===== src/rtl/imem_reader.sv =====
// Purpose : reads N consecutive 16-bit big-endian instructions from byte-wide instruction memory and streams them out.
// Latency : start at edge E0 -> first out_valid after E3; at least 4 cycles per word when out_ready stays high.
// Backpres: out_word/out_valid hold in PRESENT until out_ready; no memory reads are issued while a word waits.
module imem_reader #(
  parameter int ADDR_W = 8,
  parameter int CNT_W  = 8
) (
  input  logic              clka,
  input  logic              reset,
  input  logic              start,
  input  logic [ADDR_W-1:0] base_addr,
  input  logic [CNT_W-1:0]  word_count,
  output logic [ADDR_W-1:0] mem_addr,
  output logic              mem_rd_en,
  input  logic [7:0]        mem_rdata,
  output logic [15:0]       out_word,
  output logic              out_valid,
  input  logic              out_ready,
  output logic              busy,
  output logic              done
);

  typedef enum logic [2:0] {
    IDLE    = 3'd0,
    RD_HI   = 3'd1,
    RD_LO   = 3'd2,
    CAP_LO  = 3'd3,
    PRESENT = 3'd4,
    FIN     = 3'd5
  } state_t;

  state_t            state;
  logic [ADDR_W-1:0] ptr;
  logic [CNT_W-1:0]  count;

  // Instructions are 2-byte aligned, so the low address bit is always cleared.
  logic [ADDR_W-1:0] base_even;
  assign base_even = base_addr & ~ADDR_W'(1);

  // Command FSM; every output is registered and set on entry to the state that owns it.
  always_ff @(posedge clka or negedge reset) begin
    if (!reset) begin
      state     <= IDLE;
      ptr       <= '0;
      count     <= '0;
      mem_addr  <= '0;
      mem_rd_en <= 1'b0;
      out_word  <= '0;
      out_valid <= 1'b0;
      busy      <= 1'b0;
      done      <= 1'b0;
    end else begin
      case (state)
        IDLE: begin
          if (start) begin
            if (word_count != '0) begin
              // Latch the command and issue the high-byte read straight away.
              ptr       <= base_even;
              count     <= word_count;
              busy      <= 1'b1;
              mem_addr  <= base_even;
              mem_rd_en <= 1'b1;
              state     <= RD_HI;
            end else begin
              // Empty command: report completion without touching memory.
              done  <= 1'b1;
              state <= FIN;
            end
          end
        end

        RD_HI: begin
          // Low-byte read; address wraps modulo 2^ADDR_W.
          mem_addr  <= ptr + ADDR_W'(1);
          mem_rd_en <= 1'b1;
          state     <= RD_LO;
        end

        RD_LO: begin
          // Data for the high-byte read arrives now.
          out_word[15:8] <= mem_rdata;
          mem_rd_en      <= 1'b0;
          state          <= CAP_LO;
        end

        CAP_LO: begin
          out_word[7:0] <= mem_rdata;
          out_valid     <= 1'b1;
          state         <= PRESENT;
        end

        PRESENT: begin
          if (out_ready) begin
            out_valid <= 1'b0;
            ptr       <= ptr + ADDR_W'(2);
            count     <= count - CNT_W'(1);
            if (count == CNT_W'(1)) begin
              done  <= 1'b1;
              state <= FIN;
            end else begin
              // Next word: issue its high-byte read without an idle cycle.
              mem_addr  <= ptr + ADDR_W'(2);
              mem_rd_en <= 1'b1;
              state     <= RD_HI;
            end
          end
        end

        FIN: begin
          done  <= 1'b0;
          busy  <= 1'b0;
          state <= IDLE;
        end

        default: begin
          mem_rd_en <= 1'b0;
          out_valid <= 1'b0;
          busy      <= 1'b0;
          done      <= 1'b0;
          state     <= IDLE;
        end
      endcase
    end
  end

endmodule


===== config.mk =====
export PLATFORM = sky130hd
export DESIGN_NAME = imem_reader
export DESIGN_NICKNAME = d
export VERILOG_FILES = /design/src/rtl/imem_reader.sv
export SDC_FILE = /design/constraint.sdc
export NUM_CORES = 1
export LEC_CHECK = 0
export CELL_PAD_IN_SITES_DETAIL_PLACEMENT = 1
export CELL_PAD_IN_SITES_GLOBAL_PLACEMENT = 1
export CORE_MARGIN = 1.5
export CORE_UTILIZATION = 35
export CTS_CLUSTER_SIZE = 12
export DETAILED_ROUTE_END_ITERATION = 12
export PLACE_DENSITY = 0.73
export SLEW_MARGIN = 25
export SYNTH_ARGS = -nofsm -noshare
export SYNTH_HDL_FRONTEND = slang
export SYNTH_SLANG_ARGS = --single-unit

===== constraint.sdc =====
create_clock -name clka -period 1.9 [get_ports clka]
set_clock_uncertainty 0.2 [all_clocks]
set_input_delay 0.38 -clock clka [delete_from_list [all_inputs] [get_ports clka]]
set_output_delay 0.38 -clock clka [all_outputs]
set_load 0.005 [all_outputs]

==> summary.md, run 1 <==
| Metric | Value |
|---|---|
| GRT overflow | `0` |
| Fmax achieved | `0.5163 GHz` |
| CTS Buffer Depth | `2` |
| DRC violations left | `0` |
| Pre-CTS setup slack | `-673.1 ps` |
| Pwr Total | `6.751 mW` |
| Worst path cell trace | `buf_6, or4_4, or2_4, nand2_4, a221oi_4, buf_12, mux2_4` |
| Die area | `7818 um2` |
| Top cells by area, synth | `dfrtp_1 45%, mux2_2 7.1%, a21oi_1 4.7%, nand2_1 4.6%, mux2_4 4.1%` |
| Worst-Skew Late Latency | `300 ps` |
| FF-to-FF setup slack | `-30 ps` |
| Final core utilization | `0.5656` |
| Critical path class | `in2reg` |
| Initial Utilization | `0.3697` |
| Setup TNS | `-249.8 ps` |
| Non-filler cells in the finished layout | `462` |
| Min Tclk post-route | `1937 ps` |
| # fillers | `796` |
| Hold WS | `168.4 ps` |
| Worst path bufs/invs | `2` |
| Synth Flop Type | `dfrtp_1` |
| FF/Latch Area | `1155 um2` |
| Total GRT Usage | `0.2268` |
| Slowest CP cell | `or4_4` |
| Failing checks | `negative setup slack` |
| Share of Yosys cell area claimed by the top area cell type | `0.4508` |
| Footprint of the multi-input gates | `1483 um2` |
| Required time of the critical path | `1900 ps` |
| Die X | `88.42 um` |
| First-pass GRT wire length | `13380 um` |
| Htree depth | `2` |
| Worst Hold Class | `in2reg` |
| Flops & latches, synth | `46` |
| Crit path arrival time | `1930 ps` |
| Slew @ Worst Pin | `384.6 ps` |
| Clock sinks | `46` |
| Antenna Cells | `0` |
| Vias in the first global route | `2660` |
| Leak | `1.637 nW` |
| Ys Warns | `0` |
| Cell Area, Placed | `3568 um2` |
| Total number of vias | `2514` |
| Final Setup Violations | `8` |
| Initial antenna violation count | `0` |
| Final hold vios | `0` |
| Worst Min Path Start | `word_count[1]` |
| Final Wtd Congestion | `0.8694` |
| Max-slew headroom | `0.7416` |
| Clk root buf | `clkbuf_8` |
| First-pass DRT Iterations | `4` |
| CP max stage delay | `540 ps` |
| Syn avg cell area | `10.01 um2` |
| Worst setup path startpoint | `word_count[6]` |
| Max Cap Viol | `0` |
| Seq/Total Area, Yosys | `0.4508` |
| CP Capture Type | `register` |
| Wire length per cell | `19.20 um` |
| Number of synthesized flops with an enable pin | `0` |
| Antenna Nets Post-Route | `0` |
| CTS Buf Count | `5` |
| Final instance area | `3906 um2` |
| Pins Over Slew Limit | `0` |
| Synth unique cells | `52` |
| Top Family by Delay on Critical Path | `simple AND/OR/NAND/NOR gates` |
| RSZ-0062 raised after global routing | `yes` |
| Worst Reg-to-Reg Cells | `6` |
| CP Max Fanout | `7` |
| Mapped Nets | `286` |
| Power density over the cells | `1728 nW/um2` |
| Status | `complete, but fails checks` |
| Largest net degree at the start of global routing | `47` |
| VDD IR max | `0.5892 mV` |
| Total Wirelength | `8869 um` |
| Layout cells sized above 1 | `0.3962` |
| Detailed Route Iter0 Violations | `120` |
| Placed Instances | `442` |
| Worst setup SP type | `input port` |
| Vias per cell | `5.442` |
| Layout area overhead | `52.96%` |
| Post-route setup slack | `-36.77 ps` |
| Die height | `88.42 um` |
| CTS tree | `yes` |
| Async SR Flop Fraction | `1.000` |
| End of the critical path | `mem_addr[4]` |
| Ports | `56` |
| Yosys top cell by area | `dfrtp_1` |
| Row count | `30` |
| Port bufs | `54` |
| Cells after Synth | `255` |
| Final critical-path share of the clock period | `1.019` |
| Synthesized area | `2554 um2` |
| CORE AREA | `6907 um2` |
| Reg2reg start | `ptr[1]` |
| CTS clk-pin slew, worst paths | `90 ps` |
| Levels on crit path | `7` |
| Final #Nets | `396` |
| DPL Wire Length | `5881 um` |
| Critical R2R Capture | `mem_addr[7]` |
-- registers in the layout (all words and copies together), names as in the netlist --
signal     cells
mem_addr       8
count          8
done           1
busy           1
state          3
ptr            7
out_word      16
out_valid      1
mem_rd_en      1
-- cell usage after synthesis (2+ instances only) --
cell type  number
a211oi_1        2
a21oi_1        24
a221oi_1        2
a31oi_1         6
buf_2           5
buf_4           2
clkbuf_1        3
dfrtp_1        46
ha_1            3
inv_1           8
mux2_2         16
mux2_4          7
mux2i_1         3
nand2_1        31
nand2b_1        3
nand3_1         6
nand3b_1        2
nand4_1         3
nand4b_1        2
nor2_1         18
nor2b_1         3
nor3_1          4
nor3_2          3
o21a_1          2
o21ai_0        15
o221ai_1        2
o22ai_1         8
or4_4           2
-- timing repair --
item / 4_1_cts / 5_1_grt
endpoints found under the setup margin: 35 / 31
hold endpoints to repair: 46 / 0
pin swaps: 9 / 11
gates cloned: 1 / 1
resized for setup: 41 / 36
setup buffers: 2 / 8
hold buffers: 1 / 0
-- cells in the final DEF (no fill, tap or decap), types with 3 or more instances in the layout --
cell type / n
buf_4: 49
dfrtp_1: 43
clkdlybuf4s50_1: 43
nand2_1: 26
a21oi_1: 17
mux2_2: 16
nor2_1: 15
o21ai_0: 11
buf_6: 10
inv_1: 8
o22ai_1: 7
mux2_4: 7
a21oi_2: 7
a31oi_1: 6
nand3_1: 5
clkbuf_8: 5
nand2_2: 4
mux2i_1: 3
nor3_4: 3
nand2b_1: 3
nand4_1: 3
nor3_2: 3
o21ai_1: 3
buf_2: 3
buf_12: 3
dfrtp_2: 3
-- metal layers --
layer | global-route usage | share of wire | up-vias
li1 | - | - | 1157
met1 | 0.2803 | 0.41 | 1253
met2 | 0.4115 | 0.52 | 80
met3 | 0.03172 | 0.041 | 24
met4 | 0.06534 | 0.030 | 0
met5 | 0 | 0 | -
-- cell families (layout without fill, tap and decap cells) --
family / Yosys count / count (layout) / share of synthesized area
and+or+nand+nor: 86 / 88 / 0.1759
AOI/OAI and AO/OA: 73 / 73 / 0.1921
DFF: 46 / 46 / 0.4508
muxes: 26 / 26 / 0.1235
buffers and inverters: 19 / 128 / 0.03625
adders and majority gates: 3 / 3 / 0.01470
xor gates and xnor gates: 2 / 2 / 0.006861
-- worst register-to-register path, cell delays in order, from the launching register on --
cell and delay (ps):
dfrtp_1 390, ha_1 200, nand4_1 140, or2_2 330, xor2_1 160, a221oi_2 280, mux2_4 180
-- final cells by class --
type,count,area share
Sequential cell,46,0.2956
Tap cell,96,0.03075
Clock inverter,3,0.006086
Timing Repair Buffer,112,0.2627
Clock buffer,5,0.01762
Inverter,8,0.007687
Multi-Input combinational cell,192,0.3796
-- where the power goes --
group / internal, mW / total (mW) / switching [mW]
Sequential: 1.49 / 1.88 / 0.395
Clock: 0.264 / 0.630 / 0.367
Combinational: 2.27 / 4.24 / 1.97
Total: 4.02 / 6.75 / 2.73
-- worst min-delay path by stage --
stage	slack [ps]	cells past startpoint	to
floorplan	-120	0	busy
global placement	180	2	ptr[7]
detailed placement	190	2	ptr[7]
CTS	200	3	count[1]
global route	170	3	count[1]
finish	170	3	count[1]
Note: power is estimated with default switching activity, not from simulation.
==> run 2: changes to the inputs <==
- REMOVE_ABC_BUFFERS: not set -> 1
- SKIP_LAST_GASP: not set -> 1
==> summary.md, run 2 (synthesized netlist as in run 1, its figures left out) <==
| Metric | Value |
|---|---|
| Worst setup path startpoint | `out_ready` |
| First-pass DRT Iterations | `4 (unchanged)` |
| Reg2reg start | `count[0]` |
| VDD IR max | `0.5671 mV (-3.7%)` |
| Worst-Skew Late Latency | `300 ps (about the same)` |
| Layout cells sized above 1 | `0.3470 (-0.04918)` |
| First-pass GRT wire length | `12970 um (-3.1%)` |
| Max-slew headroom | `0.6353 (-0.1063)` |
| Final core utilization | `0.5534 (-0.01214)` |
| Worst path bufs/invs | `2 (unchanged)` |
| Antenna Nets Post-Route | `0 (unchanged)` |
| Port bufs | `54 (unchanged)` |
| Hold WS | `166.0 ps (-2.411 ps)` |
| Die height | `88.42 um (unchanged)` |
| Worst Hold Class | `in2reg` |
| CP Max Fanout | `7 (unchanged)` |
| Slowest CP cell | `clkdlybuf4s50_1` |
| Detailed Route Iter0 Violations | `119 (-0.83%)` |
| Slew @ Worst Pin | `547.0 ps (+162.4 ps)` |
| CP max stage delay | `480 ps (-60 ps)` |
| Most frequent cells in the layout | `49 x buf_4, 45 x clkdlybuf4s50_1, 44 x dfrtp_1, 30 x nand2_1, 20 x a21oi_1` |
| DPL Wire Length | `6123 um (+4.1%)` |
| Worst path cell trace | `clkdlybuf4s50_1, nor2b_1, nand2_1, a221oi_4, buf_12, mux2_4` |
| Htree depth | `2 (unchanged)` |
| Failing checks | `negative setup slack` |
| Max reg flops | `16 (unchanged)` |
| Largest reg by FF count | `out_word` |
| CTS tree | `yes` |
| Total GRT Usage | `0.2167 (-0.01011)` |
| Biggest regs | `out_word (16), count (8), mem_addr (8)` |
| Top Family by Delay on Critical Path | `buffers and inverters` |
| Worst Min Path Start | `word_count[1]` |
| GRT overflow | `0 (unchanged)` |
| Final instance area | `3822 um2 (-2.1%)` |
| Total Wirelength | `8302 um (-6.4%)` |
| Largest net degree at the start of global routing | `24 (-49%)` |
| Pwr Total | `6.752 mW (about the same)` |
| Clock sinks | `46 (unchanged)` |
| Final Setup Violations | `9 (+1)` |
| Total number of vias | `2449 (-2.6%)` |
| Status | `complete, but fails checks` |
| Power density over the cells | `1766 nW/um2 (+2.2%)` |
| Worst setup SP type | `input port` |
| CORE AREA | `6907 um2 (unchanged)` |
| Min Tclk post-route | `2037 ps (+100.2 ps)` |
| Fmax achieved | `0.4909 GHz (-4.9%)` |
| Clk root buf | `clkbuf_8` |
| Vias in the first global route | `2641 (-0.71%)` |
| Die X | `88.42 um (unchanged)` |
| Antenna Cells | `0 (unchanged)` |
| Final critical-path share of the clock period | `1.072 (+0.05273)` |
| Ports | `56 (unchanged)` |
| Die area | `7818 um2 (unchanged)` |
| CTS Buf Count | `5 (unchanged)` |
| Max Cap Viol | `0 (unchanged)` |
| DRC violations left | `0 (unchanged)` |
| Initial antenna violation count | `0 (unchanged)` |
| CP Capture Type | `register` |
| Final hold vios | `0 (unchanged)` |
| CTS Buffer Depth | `2 (unchanged)` |
| Final #Nets | `396 (unchanged)` |
| Initial Utilization | `0.3697 (unchanged)` |
| Crit path arrival time | `2030 ps (+100 ps)` |
| Critical path class | `in2reg` |
| CTS clk-pin slew, worst paths | `90 ps (about the same)` |
| Pins Over Slew Limit | `0 (unchanged)` |
| Wire length per cell | `17.97 um (-6.4%)` |
| Required time of the critical path | `1900 ps (about the same)` |
| Row count | `30 (unchanged)` |
| Cell Area, Placed | `3565 um2 (-0.11%)` |
| Leak | `1.609 nW (-1.7%)` |
| RSZ-0062 raised after global routing | `yes` |
| Vias per cell | `5.301 (-2.6%)` |
| Layout area overhead | `49.68%` |
| Most common cell after layout, fill and taps aside | `buf_4` |
| Final Wtd Congestion | `0.8299 (-4.5%)` |
| Post-route setup slack | `-136.9 ps (-100.2 ps)` |
[run 2: cell count changes in the layout (fill, tap and decap cells not counted), sizes merged]
cell,change
clkinv,+1
dlymetal6s2s,-2
buf,-3
clkinvlp,-2
bufinv,+1
clkdlybuf4s50,+2
clkdlybuf4s15,+1
clkbuf,+4
nand2b,-2
[run 2: area by class of cell]
type,count,area [um2]
multi-input combinational,190,1398
sequential,46,1154
tap,96,120.1
timing repair buffer,114,1008
clock buffer,5,68.82
fill,807,3084
inverter,8,30.03
clock inverter,3,43.79
[run 2: through the flow]
stage,setup WS (ps),cells,setup TNS (ps)
after floorplan,-714.5,244,-11870
after global placement,-617.2,448,-14610
after detailed placement,-648.7,448,-15370
after CTS,-266.0,458,-1883
after global routing,-195.9,462,-1611
final,-136.9,462,-906.3
[run 2: metal layers]
metal | track usage | vias to the layer above | wire [um]
met4 | 0.05540 | 0 | 68
li1 | - | 1153 | -
met5 | 0 | - | 0
met3 | 0.02985 | 6 | 231
met2 | 0.3921 | 39 | 4354
met1 | 0.2720 | 1251 | 3647
[run 2: power by group]
part	total (mW)	internal (mW)	switching (mW)
sequential	1.84	1.48	0.351
clock	0.762	0.395	0.367
combinational	4.15	2.25	1.90
total	6.75	4.13	2.62
[run 2: worst paths after layout]
kind | to | depth (start not counted) | slack, ps
min in group asynchronous | out_word[3] | 2 | 390
max | mem_addr[7] | 6 | -140
min reg2reg | out_valid | 1 | 300
min | count[1] | 3 | 170
max in group asynchronous | count[5] | 3 | 570
max reg2reg | mem_addr[7] | 6 | -120
[run 2: worst min-delay path, stage by stage]
cell      delay, ps
clkbuf_2         90
o211ai_1         90
o21ai_1          70
[run 2: timing repair]
action                                  in CTS  in global routing
endpoints found under the hold margin       20                  0
gates cloned                                 0                  1
buffers inserted                             2                  6
endpoints found under the setup margin      27                 37
resized for setup                           30                 26
pin swaps                                    9                 10
hold buffers                                 1                  0
==> run 3: changes to the inputs <==
- GPL_TIMING_DRIVEN: not set -> 0
==> summary.md, run 3 (synthesized netlist as in run 1, its figures left out) <==
| Metric | Value |
|---|---|
| First-pass GRT wire length | `12870 um (-0.75%)` |
| Cell Area, Placed | `3151 um2 (-12%)` |
| Clock sinks | `46 (unchanged)` |
| Initial Utilization | `0.3697 (unchanged)` |
| DRC violations left | `0 (unchanged)` |
| Final hold vios | `0 (unchanged)` |
| Fmax achieved | `0.5064 GHz (+3.1%)` |
| Wire length per cell | `19.48 um (+8.4%)` |
| First-pass DRT Iterations | `4 (unchanged)` |
| Final critical-path share of the clock period | `1.039 (-0.03268)` |
| Placed Instances | `394 (-12%)` |
| CP Max Fanout | `9 (+2)` |
| Total number of vias | `2454 (+0.20%)` |
| Reg2reg start | `state[0]` |
| Min Tclk post-route | `1975 ps (-62.08 ps)` |
| Slew @ Worst Pin | `610.5 ps (+63.50 ps)` |
| Row count | `30 (unchanged)` |
| Post-route setup slack | `-74.86 ps (+62.08 ps)` |
| Most frequent cells in the layout | `43 x clkdlybuf4s50_1, 41 x dfrtp_1, 33 x buf_4, 30 x nand2_1, 24 x a21oi_1` |
| Critical path class | `reg2reg` |
| CP Capture Type | `register` |
| Power density over the cells | `1785 nW/um2 (+1.1%)` |
| Final #Nets | `378 (-4.5%)` |
| Pwr Total | `6.585 mW (-2.5%)` |
| Layout area overhead | `44.44%` |
| Critical R2R Capture | `mem_addr[3]` |
| Ports | `56 (unchanged)` |
| CTS Buf Count | `5 (unchanged)` |
| CTS Buffer Depth | `2 (unchanged)` |
| CORE AREA | `6907 um2 (unchanged)` |
| Max reg flops | `16 (unchanged)` |
| Clk root buf | `clkbuf_8` |
| Initial antenna violation count | `0 (unchanged)` |
| Htree depth | `2 (unchanged)` |
| Die height | `88.42 um (unchanged)` |
| Antenna Cells | `0 (unchanged)` |
| DPL Wire Length | `4959 um (-19%)` |
| VDD IR max | `0.6547 mV (+15%)` |
| Worst setup SP type | `register` |
| CTS tree | `yes` |
| Layout cells sized above 1 | `0.3190 (-0.02803)` |
| Worst Hold Class | `in2reg` |
| Vias per cell | `5.527 (+4.3%)` |
| Max Cap Viol | `0 (unchanged)` |
| Vias in the first global route | `2452 (-7.2%)` |
| Pins Over Slew Limit | `0 (unchanged)` |
| Detailed Route Iter0 Violations | `126 (+5.9%)` |
| Final Setup Violations | `8 (-1)` |
| Worst Min Path Start | `word_count[1]` |
| Antenna Nets Post-Route | `0 (unchanged)` |
| CTS clk-pin slew, worst paths | `90 ps (about the same)` |
| RSZ-0062 raised after global routing | `yes` |
| Final instance area | `3689 um2 (-3.5%)` |
| Status | `complete, but fails checks` |
| FF-to-FF setup slack | `-70 ps (+50 ps)` |
| Largest reg by FF count | `out_word` |
| Die X | `88.42 um (unchanged)` |
| Total GRT Usage | `0.2184 (+0.001773)` |
| Non-filler cells in the finished layout | `444 (-3.9%)` |
| Worst Reg-to-Reg Cells | `6 (unchanged)` |
| Biggest regs | `out_word (16), count (8), mem_addr (8)` |
| Final Wtd Congestion | `0.7881 (-5.0%)` |
| Total Wirelength | `8650 um (+4.2%)` |
| End of the critical path | `mem_addr[3]` |
| Required time of the critical path | `1890 ps (about the same)` |
| Most common cell after layout, fill and taps aside | `clkdlybuf4s50_1` |
| Max-slew headroom | `0.5930 (-0.04233)` |
| Worst setup path startpoint | `state[0]` |
| Failing checks | `negative setup slack` |
| GRT overflow | `0 (unchanged)` |
| Worst-Skew Late Latency | `300 ps (about the same)` |
| Die area | `7818 um2 (unchanged)` |
| Final core utilization | `0.5341 (-0.01938)` |
| Port bufs | `54 (unchanged)` |
| Largest net degree at the start of global routing | `47 (+96%)` |
| Crit path arrival time | `1970 ps (-60 ps)` |
| Leak | `1.500 nW (-6.8%)` |
run 3: changes by cell type in the layout (fill, tap and decap cells not counted), sizes merged:
cell	previous run	this run
buf	62	47
bufinv	1	0
clkbuf	10	6
clkdlybuf4s50	45	43
clkinvlp	0	3
dlygate4sd2	0	2
inv	9	6
nand2b	4	6
run 3: metal layers:
metal  up-vias  track usage  part of all wire
met4         0      0.05540             0.023
met2        68       0.3782              0.51
met5         -            0                 0
met1      1250       0.2855              0.42
met3        17      0.03545             0.040
li1       1119            -                 -
run 3: how the worst min path moves through the flow:
stage | to | cells after the start
3_3_place_gp | out_valid | 1
3_5_place_dp | out_word[9] | 1
2_1_floorplan | busy | 0
6_report | count[1] | 3
5_1_grt | count[1] | 3
4_1_cts | count[1] | 3
run 3: what timing repair did:
item                                    4_1_cts  5_1_grt
endpoints found under the hold margin        46        0
setup buffers                                26       13
resized for setup                            49       20
endpoints found under the setup margin       43       42
pin swaps                                     8       11
gates cloned                                  1        1
hold buffers                                  1        0
run 3: worst max-delay path: stages, from the launching register on:
cell	delay, ps
dfrtp_4	540
buf_4	180
nor2b_1	230
a21oi_1	130
o32ai_1	180
a21oi_1	130
mux2_4	260
run 3: area by class of cell:
type                       instances  area, um2
tap                               96      120.1
sequential                        46       1165
timing repair buffer              94      844.6
clock buffer                       6      82.58
multi-input combinational        192       1426
inverter                           8      37.54
clock inverter                     2      12.51
fill                             790       3218
run 3: through the flow:
step | TNS, ps | setup WS, ps | hold slack, ps
after floorplan | -11870 | -714.5 | -115.6
after global placement | -95580 | -1745 | 279.1
after detailed placement | -29840 | -1271 | 240.5
after CTS | -263.4 | -36.38 | 151.8
after global routing | -577.7 | -130.9 | 166.2
final | -247.8 | -74.86 | 148.0
run 3: power breakdown:
group | total [mW] | internal [mW] | switching (mW)
registers | 2.00 | 1.51 | 0.498
clock network | 0.644 | 0.293 | 0.351
logic | 3.94 | 2.12 | 1.82
total | 6.59 | 3.92 | 2.67
